`config.mk`:
```
export PLATFORM = sky130hd
export DESIGN_NAME = m_multicycle_ctrl
export DESIGN_NICKNAME = d
export VERILOG_FILES = /design/src/rtl/m_multicycle_ctrl.sv
export SDC_FILE = /design/constraint.sdc
export NUM_CORES = 1
export LEC_CHECK = 0
export CAP_MARGIN = 15
export CORE_ASPECT_RATIO = 1.2
export CORE_MARGIN = 2
export CORE_UTILIZATION = 42
export CTS_CLUSTER_DIAMETER = 150
export DETAILED_ROUTE_END_ITERATION = 6
export DONT_BUFFER_PORTS = 1
export PLACE_DENSITY_LB_ADDON = 0.12
export SETUP_SLACK_MARGIN = 0.4
export SKIP_CTS_REPAIR_TIMING = 1
export SLEW_MARGIN = 0
export SYNTH_ARGS = -nofsm -noshare
export SYNTH_HDL_FRONTEND = slang
export SYNTH_SLANG_ARGS = --single-unit
```
`constraint.sdc`:
```
create_clock -name w_clk -period 2.2 [get_ports w_clk]
set_clock_uncertainty 0.05 [all_clocks]
set_input_delay 0.22 -clock w_clk [delete_from_list [all_inputs] [get_ports w_clk]]
set_output_delay 0.22 -clock w_clk [all_outputs]
set_load 0.01 [all_outputs]
```
`src/rtl/m_multicycle_ctrl.sv`:
```
// m_multicycle_ctrl
//   Multicycle control FSM for the RV32I-subset datapath (register file, ALU,
//   immediate generator and a single shared memory). Each instruction is
//   sequenced over several cycles. The FSM drives the datapath mux selects,
//   the write enables and the ALU operation code. It handshakes with the
//   shared memory and counts retired instructions. It traps on an illegal
//   opcode, or on a memory access that waits too long when MEM_TIMEOUT is
//   non-zero.
//
// Parameters
//   CNT_W        width of the retired-instruction counter (wraps)
//   MEM_TIMEOUT  cycles a memory request may wait for ready before trapping;
//                0 disables the timeout
//
// Ports
//   w_clk, w_rst     clock (rising edge), async active-high reset
//   w_opcode         IR[6:0]
//   w_funct3         IR[14:12]
//   w_funct7b5       IR[30]
//   w_zero           ALU result is zero
//   w_mem_ready      memory completes the current request this cycle
//   w_mem_req        memory request
//   w_mem_write      request is a store
//   w_adr_src        memory address: 0 PC, 1 ALUOut
//   w_ir_write       latch IR and oldPC
//   w_pc_write       load PC from the result bus
//   w_reg_write      write rd from the result bus
//   w_alu_src_a      00 PC, 01 oldPC, 10 rs1
//   w_alu_src_b      00 rs2, 01 imm, 10 constant 4
//   w_alu_control    000 add, 001 sub, 010 and, 011 or, 100 pass b, 101 slt
//   w_result_src     00 ALUOut, 01 memory data, 10 ALU result
//   w_state          current state code (debug)
//   w_retired        retired instruction count
//   w_illegal        sticky trap flag
module m_multicycle_ctrl #(
  parameter int unsigned CNT_W       = 32,
  parameter int unsigned MEM_TIMEOUT = 0
) (
  input  logic             w_clk,
  input  logic             w_rst,
  input  logic [6:0]       w_opcode,
  input  logic [2:0]       w_funct3,
  input  logic             w_funct7b5,
  input  logic             w_zero,
  input  logic             w_mem_ready,
  output logic             w_mem_req,
  output logic             w_mem_write,
  output logic             w_adr_src,
  output logic             w_ir_write,
  output logic             w_pc_write,
  output logic             w_reg_write,
  output logic [1:0]       w_alu_src_a,
  output logic [1:0]       w_alu_src_b,
  output logic [2:0]       w_alu_control,
  output logic [1:0]       w_result_src,
  output logic [3:0]       w_state,
  output logic [CNT_W-1:0] w_retired,
  output logic             w_illegal
);

  typedef enum logic [3:0] {
    S_FETCH    = 4'd0,
    S_DECODE   = 4'd1,
    S_MEMADR   = 4'd2,
    S_MEMREAD  = 4'd3,
    S_MEMWB    = 4'd4,
    S_MEMWRITE = 4'd5,
    S_EXER     = 4'd6,
    S_EXEI     = 4'd7,
    S_ALUWB    = 4'd8,
    S_BRANCH   = 4'd9,
    S_JAL      = 4'd10,
    S_JALR     = 4'd11,
    S_LINK     = 4'd12,
    S_UPPER    = 4'd13,
    S_TRAP     = 4'd14
  } state_t;

  localparam logic [6:0] OP_LOAD  = 7'b0000011;
  localparam logic [6:0] OP_STORE = 7'b0100011;
  localparam logic [6:0] OP_R     = 7'b0110011;
  localparam logic [6:0] OP_I     = 7'b0010011;
  localparam logic [6:0] OP_BR    = 7'b1100011;
  localparam logic [6:0] OP_JAL   = 7'b1101111;
  localparam logic [6:0] OP_JALR  = 7'b1100111;
  localparam logic [6:0] OP_LUI   = 7'b0110111;
  localparam logic [6:0] OP_AUIPC = 7'b0010111;

  localparam logic [2:0] ALU_ADD  = 3'b000;
  localparam logic [2:0] ALU_SUB  = 3'b001;
  localparam logic [2:0] ALU_AND  = 3'b010;
  localparam logic [2:0] ALU_OR   = 3'b011;
  localparam logic [2:0] ALU_PASS = 3'b100;
  localparam logic [2:0] ALU_SLT  = 3'b101;

  localparam logic [1:0] SRC_A_PC    = 2'b00;
  localparam logic [1:0] SRC_A_OLDPC = 2'b01;
  localparam logic [1:0] SRC_A_RS1   = 2'b10;
  localparam logic [1:0] SRC_B_RS2   = 2'b00;
  localparam logic [1:0] SRC_B_IMM   = 2'b01;
  localparam logic [1:0] SRC_B_FOUR  = 2'b10;
  localparam logic [1:0] RES_ALUOUT  = 2'b00;
  localparam logic [1:0] RES_MEM     = 2'b01;
  localparam logic [1:0] RES_ALU     = 2'b10;

  state_t           state;
  state_t           state_nx;
  logic [31:0]      wait_cnt;
  logic [CNT_W-1:0] retired;
  logic             illegal;
  logic             timeout;

  // ALU operation for the execute states. Only R-type uses funct7b5 to
  // select subtract; I-type addi ignores it.
  function automatic logic [2:0] exe_alu(input logic [2:0] f3,
                                         input logic       is_r,
                                         input logic       b5);
    logic [2:0] op;
    op = ALU_ADD;
    case (f3)
      3'b111: op = ALU_AND;
      3'b110: op = ALU_OR;
      3'b010: op = ALU_SLT;
      3'b000: op = (is_r && b5) ? ALU_SUB : ALU_ADD;
      default: op = ALU_ADD;
    endcase
    return op;
  endfunction

  // A request that is still stalled when the wait counter reaches the limit
  // traps. A ready arriving in the same cycle completes the access instead.
  always_comb begin
    timeout = 1'b0;
    if (MEM_TIMEOUT != 0) begin
      timeout = w_mem_req && !w_mem_ready && (wait_cnt == MEM_TIMEOUT - 1);
    end
  end

  always_comb begin
    state_nx = state;
    case (state)
      S_FETCH:    if (w_mem_ready) state_nx = S_DECODE;
      S_DECODE: begin
        case (w_opcode)
          OP_LOAD, OP_STORE: state_nx = S_MEMADR;
          OP_R:              state_nx = S_EXER;
          OP_I:              state_nx = S_EXEI;
          OP_BR:             state_nx = S_BRANCH;
          OP_JAL:            state_nx = S_JAL;
          OP_JALR:           state_nx = S_JALR;
          OP_LUI, OP_AUIPC:  state_nx = S_UPPER;
          default:           state_nx = S_TRAP;
        endcase
      end
      S_MEMADR:   state_nx = w_opcode[5] ? S_MEMWRITE : S_MEMREAD;
      S_MEMREAD:  if (w_mem_ready) state_nx = S_MEMWB;
      S_MEMWB:    state_nx = S_FETCH;
      S_MEMWRITE: if (w_mem_ready) state_nx = S_FETCH;
      S_EXER:     state_nx = S_ALUWB;
      S_EXEI:     state_nx = S_ALUWB;
      S_ALUWB:    state_nx = S_FETCH;
      S_BRANCH:   state_nx = S_FETCH;
      S_JAL:      state_nx = S_LINK;
      S_JALR:     state_nx = S_LINK;
      S_LINK:     state_nx = S_FETCH;
      S_UPPER:    state_nx = S_FETCH;
      S_TRAP:     state_nx = S_TRAP;
      default:    state_nx = S_TRAP;
    endcase
    if (timeout) state_nx = S_TRAP;
  end

  always_ff @(posedge w_clk or posedge w_rst) begin
    if (w_rst) begin
      state    <= S_FETCH;
      wait_cnt <= '0;
      retired  <= '0;
      illegal  <= 1'b0;
    end else begin
      state <= state_nx;
      if (state_nx != state) begin
        wait_cnt <= '0;
      end else if (MEM_TIMEOUT != 0 && w_mem_req && !w_mem_ready) begin
        wait_cnt <= wait_cnt + 1;
      end
      if (state_nx == S_FETCH && state != S_FETCH) begin
        retired <= retired + 1'b1;
      end
      if (state_nx == S_TRAP) begin
        illegal <= 1'b1;
      end
    end
  end

  // The outputs are decoded from the state combinationally. FETCH and BRANCH
  // must react to mem_ready and zero in the same cycle, so these outputs
  // cannot be registered. The whole decode is forced low while reset is high.
  always_comb begin
    w_mem_req     = 1'b0;
    w_mem_write   = 1'b0;
    w_adr_src     = 1'b0;
    w_ir_write    = 1'b0;
    w_pc_write    = 1'b0;
    w_reg_write   = 1'b0;
    w_alu_src_a   = SRC_A_PC;
    w_alu_src_b   = SRC_B_RS2;
    w_alu_control = ALU_ADD;
    w_result_src  = RES_ALUOUT;
    case (state)
      S_FETCH: begin
        w_mem_req = 1'b1;
        if (w_mem_ready) begin
          w_ir_write   = 1'b1;
          w_pc_write   = 1'b1;
          w_alu_src_b  = SRC_B_FOUR;
          w_result_src = RES_ALU;
        end
      end
      S_DECODE: begin
        w_alu_src_a = SRC_A_OLDPC;
        w_alu_src_b = SRC_B_IMM;
      end
      S_MEMADR: begin
        w_alu_src_a = SRC_A_RS1;
        w_alu_src_b = SRC_B_IMM;
      end
      S_MEMREAD: begin
        w_mem_req = 1'b1;
        w_adr_src = 1'b1;
      end
      S_MEMWB: begin
        w_result_src = RES_MEM;
        w_reg_write  = 1'b1;
      end
      S_MEMWRITE: begin
        w_mem_req   = 1'b1;
        w_mem_write = 1'b1;
        w_adr_src   = 1'b1;
      end
      S_EXER: begin
        w_alu_src_a   = SRC_A_RS1;
        w_alu_src_b   = SRC_B_RS2;
        w_alu_control = exe_alu(w_funct3, 1'b1, w_funct7b5);
      end
      S_EXEI: begin
        w_alu_src_a   = SRC_A_RS1;
        w_alu_src_b   = SRC_B_IMM;
        w_alu_control = exe_alu(w_funct3, 1'b0, w_funct7b5);
      end
      S_ALUWB: begin
        w_reg_write = 1'b1;
      end
      S_BRANCH: begin
        w_alu_src_a   = SRC_A_RS1;
        w_alu_src_b   = SRC_B_RS2;
        w_alu_control = ALU_SUB;
        w_pc_write    = (w_funct3 == 3'b000 && w_zero) ||
                        (w_funct3 == 3'b001 && !w_zero);
      end
      S_JAL: begin
        w_pc_write = 1'b1;
      end
      S_JALR: begin
        w_alu_src_a  = SRC_A_RS1;
        w_alu_src_b  = SRC_B_IMM;
        w_result_src = RES_ALU;
        w_pc_write   = 1'b1;
      end
      S_LINK: begin
        w_alu_src_a  = SRC_A_OLDPC;
        w_alu_src_b  = SRC_B_FOUR;
        w_result_src = RES_ALU;
        w_reg_write  = 1'b1;
      end
      S_UPPER: begin
        w_alu_src_b  = SRC_B_IMM;
        w_result_src = RES_ALU;
        w_reg_write  = 1'b1;
        if (w_opcode == OP_LUI) begin
          w_alu_control = ALU_PASS;
        end else begin
          w_alu_src_a = SRC_A_OLDPC;
        end
      end
      default: ;
    endcase
    if (w_rst) begin
      w_mem_req     = 1'b0;
      w_mem_write   = 1'b0;
      w_adr_src     = 1'b0;
      w_ir_write    = 1'b0;
      w_pc_write    = 1'b0;
      w_reg_write   = 1'b0;
      w_alu_src_a   = '0;
      w_alu_src_b   = '0;
      w_alu_control = '0;
      w_result_src  = '0;
    end
  end

  assign w_state   = state;
  assign w_retired = retired;
  assign w_illegal = illegal;

endmodule

```
---- After elaboration in Yosys (flattened, before gate mapping) ----
Cells that the tools add are included.
cells by class
  add/sub/neg operators ................... 1
  multiply operators ...................... 0
  div/mod/pow operators ................... 0
  order comparisons ....................... 0
  eq/ne operators ......................... 27
  shift-type cells ........................ 0
  multiplexer cells ....................... 33
  bitwise operators ....................... 0
  reductions and logical operators ........ 21
operator list
  cell                     count
  $add A32 B1 Y32 const B  1
  $pmux W4 S8              1
  $eq A4 B4 Y1 const B     7
  $pmux W4 S7              1
  $pmux W3 S4              2
  $eq A7 B6 Y1 const B     3
  $eq A7 B7 Y1 const B     3
  $pmux W2 S3              3
  $eq A4 B3 Y1 const B     4
  $reduce_or A5 Y1         3
  $eq A7 B5 Y1 const B     2
  $mux W1                  14
  $mux W4                  3
  $reduce_or A2 Y1         6
  $mux W3                  3
  $pmux W3 S3              1
  $eq A4 B2 Y1 const B     2
  $logic_not A4 Y1         2
  $mux W2                  4
  $eq A7 B2 Y1 const B     1
  $eq A3 B3 Y1 const B     2
  $reduce_or A3 Y1         2
  $eq A4 B1 Y1 const B     1
  $reduce_bool A4 Y1       1
  other kinds (8)          10
storage, ports and cells
  register bits ........................... 37
  latch bits .............................. 0
  bits in writable memories ............... 0
  bits in read-only memories .............. 0
  bits of input ports ..................... 15
  output and inout port bits .............. 52
  word-level logic and storage cells ...... 85
  memories ................................ 0

---- Longest topological paths before layout ----
  word-level depth ........................ 6
  depth in mapped cells ................... 7
  gate-level depth less buffers ........... 7

---- Least setup slack after synthesis ----
Ideal clock, no wire load.
  path kind ............................... reg-to-output
  start ................................... register state[0], in the netlist w_state[0]
  end ..................................... output w_alu_src_b[1]
  data arrival time ....................... 1.632 ns
  required time ........................... 1.930 ns
  setup slack ............................. 0.298 ns
  cell stages (with the launch flop) ...... 5
  path buffers ............................ 3
  cells stage by stage .................... dfrtp_1 buf_2 clkbuf_1 clkbuf_1 a2111oi_0
on the way
  cells in the longest elaborated chain, start to end .. 4
  elaborated cells between the ends (all ways) .. 10
  those cells by class .................... 6 x eq/ne; 2 x mux; 2 x reduce/logical
ends and longest elaborated chain
  item                                  RTL line  RTL
  start: declaration                    106       state_t state;
  start signal: assignment              180       state <= state_nx;
  $eq A4 B1 Y1 (tied with other cells)  209       case (state)
  $reduce_or A5 Y1 (no source line)     --
  $pmux W2 S3 *                         209
  $mux W2 *                             287       if (w_rst) begin
  end: declaration                      53        output logic [1:0] w_alu_src_b,
Every way passes the cells marked *; elsewhere a longest branch is shown, timed or not.

---- Final worst setup path ----
  start ................................... register state[2], in the netlist w_state[2]
  end ..................................... output w_alu_src_b[1]
The elaborated chain is that of the path after synthesis.

==> metrics.yaml <==
route:
  drc_errors: 0
  postRouteWirelength_um: 5505
  wire_per_inst_um: 16.53
  vias: 1905
  drt_iter0_drc: 89
  dr.pass1.iters: 4
  vias_per_cell: 5.721
  drtAntennaViolNets: 0
power:
  pwr_density_cell_nw_per_um2: 988.0
  swShare_pct: 38.65
  combPwrFrac_pct: 47.0
  p_leak_nw: 1.191
  seqPwrFrac_pct: 32.5
  clkPwrFrac_pct: 20.5
  p_int_mw: 1.785
  peakVddDrop_v: 0.0004672
  switchingPower_mw: 1.125
final_layout:
  final_common_cell: "buf_4"
  nFillCells: 447
  drive_gt1_share_pct: 38.83
  nNetsFinal: 288
  diodes: 0
  regArea_um2: 944.7
  layout_common_cells: "buf_4 (28), xnor2_1 (27), dfrtp_1 (22)"
  area_delta_synth_final_pct: 33.75
  final_cells: 333
  multi_input_area_um2: 1470
floorplanning:
  core_um2: 5010
  die_h_um: 83.32
  rows: 28
  num_io_pins: 67
  start_util_pct: 43.96
  fp.dieW_um: 70.10
  dieArea_um2: 5841
clock_network:
  cts_tree: "done"
  clock_path_buffers: 2
  cts_buffers: 5
  clk_latency_ns: 0.28
  htree_levels: 2
  cts_sinks: 37
  root_buffer: "clkbuf_8"
  path_clk_slew_ns: 0.07
synthesis:
  synth-seq-cells: 37
  yosysUniqueCellTypes: 49
  synth_seq_area_share_pct: 42.05
  synth_area_per_cell_um2: 9.253
  yosys_warnings: 0
  synth_edf_count: 0
  postSynthCellCount: 238
  async_flop_share_pct: 100.0
  synth_nets: 254
  synth_area_um2: 2202
  synthFlopType: "dfrtp_1"
timing:
  post-route-period-util_pct: 88.11
  fmax_mhz: 515.9
  fin_crit_ns: 1.938
  worstMarginPinSlew_ns: 0.4876
  maxSlewViolCount: 0
  hold_viol_final: 0
  tns_ns: 0
  slew_headroom_pct: 67.19
  fin_hold_ws_ns: 0.1926
  setup_viol: 0
  rsz0062_at_grt: "true"
worst_setup_path:
  worstSetupStartpointType: "flip-flop"
  r2r_end: "w_retired[27]$_DFFE_PP0P_"
  crit_arrival_ns: 1.67
  crit_path_end_kind: "output port"
  crit_path_max_fanout: 8
  cp.required_ns: 1.93
  reg2reg_from: "w_state[2]$_DFF_PP0_"
  crit_type: "flip-flop to output port"
  reg2reg_depth: 7
  r2r_setup_slack_ns: 0.30
min_path:
  hold_end: "w_state[1]$_DFF_PP0_"
  min-delay-start: "w_opcode[3]"
  hold_path_depth: 3
  hold_path.class: "input port to flip-flop"
grt:
  grt_pass1_wl_um: 8521
  grt_usage_pct: 17.87
  antenna_found_initial: 0
  grt_overflow: 0
  grt_max_degree: 38
  grt_pass1_vias: 1765
flow_run:
  drv_cap: 0
placement:
  dp_hpwl_um: 3761
  portBuffers: 0
  dpl.cell_count: 308
  gp_congestion: 0.8130
run_status:
  status: "completed"
## cell usage after synthesis, types with 2 or more instances
cell | instances | area, µm²
a21oi_1 | 12 | 60.06
o21ai_0 | 7 | 35.03
and3_1 | 7 | 43.79
nor4_1 | 5 | 31.28
o31ai_1 | 2 | 15.01
xnor2_1 | 28 | 245.2
or3_1 | 2 | 12.51
nand4_1 | 7 | 43.79
nand2_1 | 23 | 86.33
nand2b_1 | 6 | 37.54
nor3b_1 | 2 | 15.01
clkbuf_1 | 4 | 15.01
nor4b_1 | 3 | 26.28
a2111oi_0 | 2 | 17.52
buf_2 | 5 | 25.02
nor2_1 | 16 | 60.06
nor3_1 | 5 | 25.02
nand3b_1 | 3 | 22.52
dfrtp_1 | 37 | 925.9
and4_1 | 6 | 52.55
nand3_1 | 12 | 60.06
and2_1 | 6 | 37.54
xor2_1 | 6 | 52.55
a211oi_1 | 2 | 15.01
inv_1 | 5 | 18.77
nor2b_1 | 2 | 12.51
## area by class of cell
cell class | instances | share of cell area (%)
clock buffers | 7 | 2.931
flip-flops and latches | 37 | 32.07
clock inverters | 1 | 1.020
well taps | 60 | 2.549
inverters | 6 | 0.8921
repair buffers | 37 | 10.62
multi-input cells | 185 | 49.92
## power by group through the flow
stage	Clock [mW]	Combinational [mW]	Sequential (mW)
2_1_floorplan	0	0.716	0.885
3_3_place_gp	0	0.935	0.946
3_5_place_dp	0	0.942	0.953
4_1_cts	0.613	0.945	0.939
5_1_grt	0.639	1.50	0.958
6_report	0.597	1.37	0.946
## cells by family after synthesis
group / Yosys count / share of synthesized area, %
buffers and inverters: 16 / 3.011
muxes: 2 / 0.9659
and+or+nand+nor: 113 / 28.98
AOI/OAI and AO/OA: 35 / 10.91
DFF: 37 / 42.05
adders and majority gates: 1 / 0.5681
xor gates and xnor gates: 34 / 13.52
## sequential cells by signal (all words and copies together), names as in the netlist
name,count
w_illegal,1
w_retired,32
w_state,4
## worst max-delay path: stages, from the launching register on
cell       delay (ns)
dfrtp_2          0.51
buf_6            0.18
nand3b_1         0.19
a2111oi_4        0.32
buf_4            0.18
## worst max-delay path by stage
stage,start,endpoint,slack (ns),cells past startpoint
CTS,w_state[2]$_DFF_PP0_,w_alu_src_b[1],-0.01,4
finish,w_state[2]$_DFF_PP0_,w_alu_src_b[1],0.26,4
floorplan,w_state[0]$_DFF_PP0_,w_alu_src_b[1],0.40,4
global route,w_state[0]$_DFF_PP0_,w_pc_write,0.18,6
detailed placement,w_state[2]$_DFF_PP0_,w_retired[26]$_DFFE_PP0P_,0.21,6
global placement,w_state[2]$_DFF_PP0_,w_retired[26]$_DFFE_PP0P_,0.26,6
## through the flow
step	power, mW	setup WS [ns]	area [µm²]	utilization, %
global placement	1.881	0.2630	2392	47.75
floorplan	1.601	0.4035	2212	-
detailed placement	1.894	0.2064	2392	47.75
global route	3.096	0.1764	2945	58.79
CTS	2.496	-0.01050	2509	50.07
finish	2.910	0.2616	2945	58.79
## metal layers
metal / vias to the layer above / GRT usage [%] / wire [µm]
li1: 918 / - / -
met5: - / 0 / 0
met1: 923 / 22.02 / 2253
met3: 7 / 4.733 / 296
met4: 0 / 7.168 / 89
met2: 57 / 29.52 / 2865
Power figures use the tool's default switching activity.
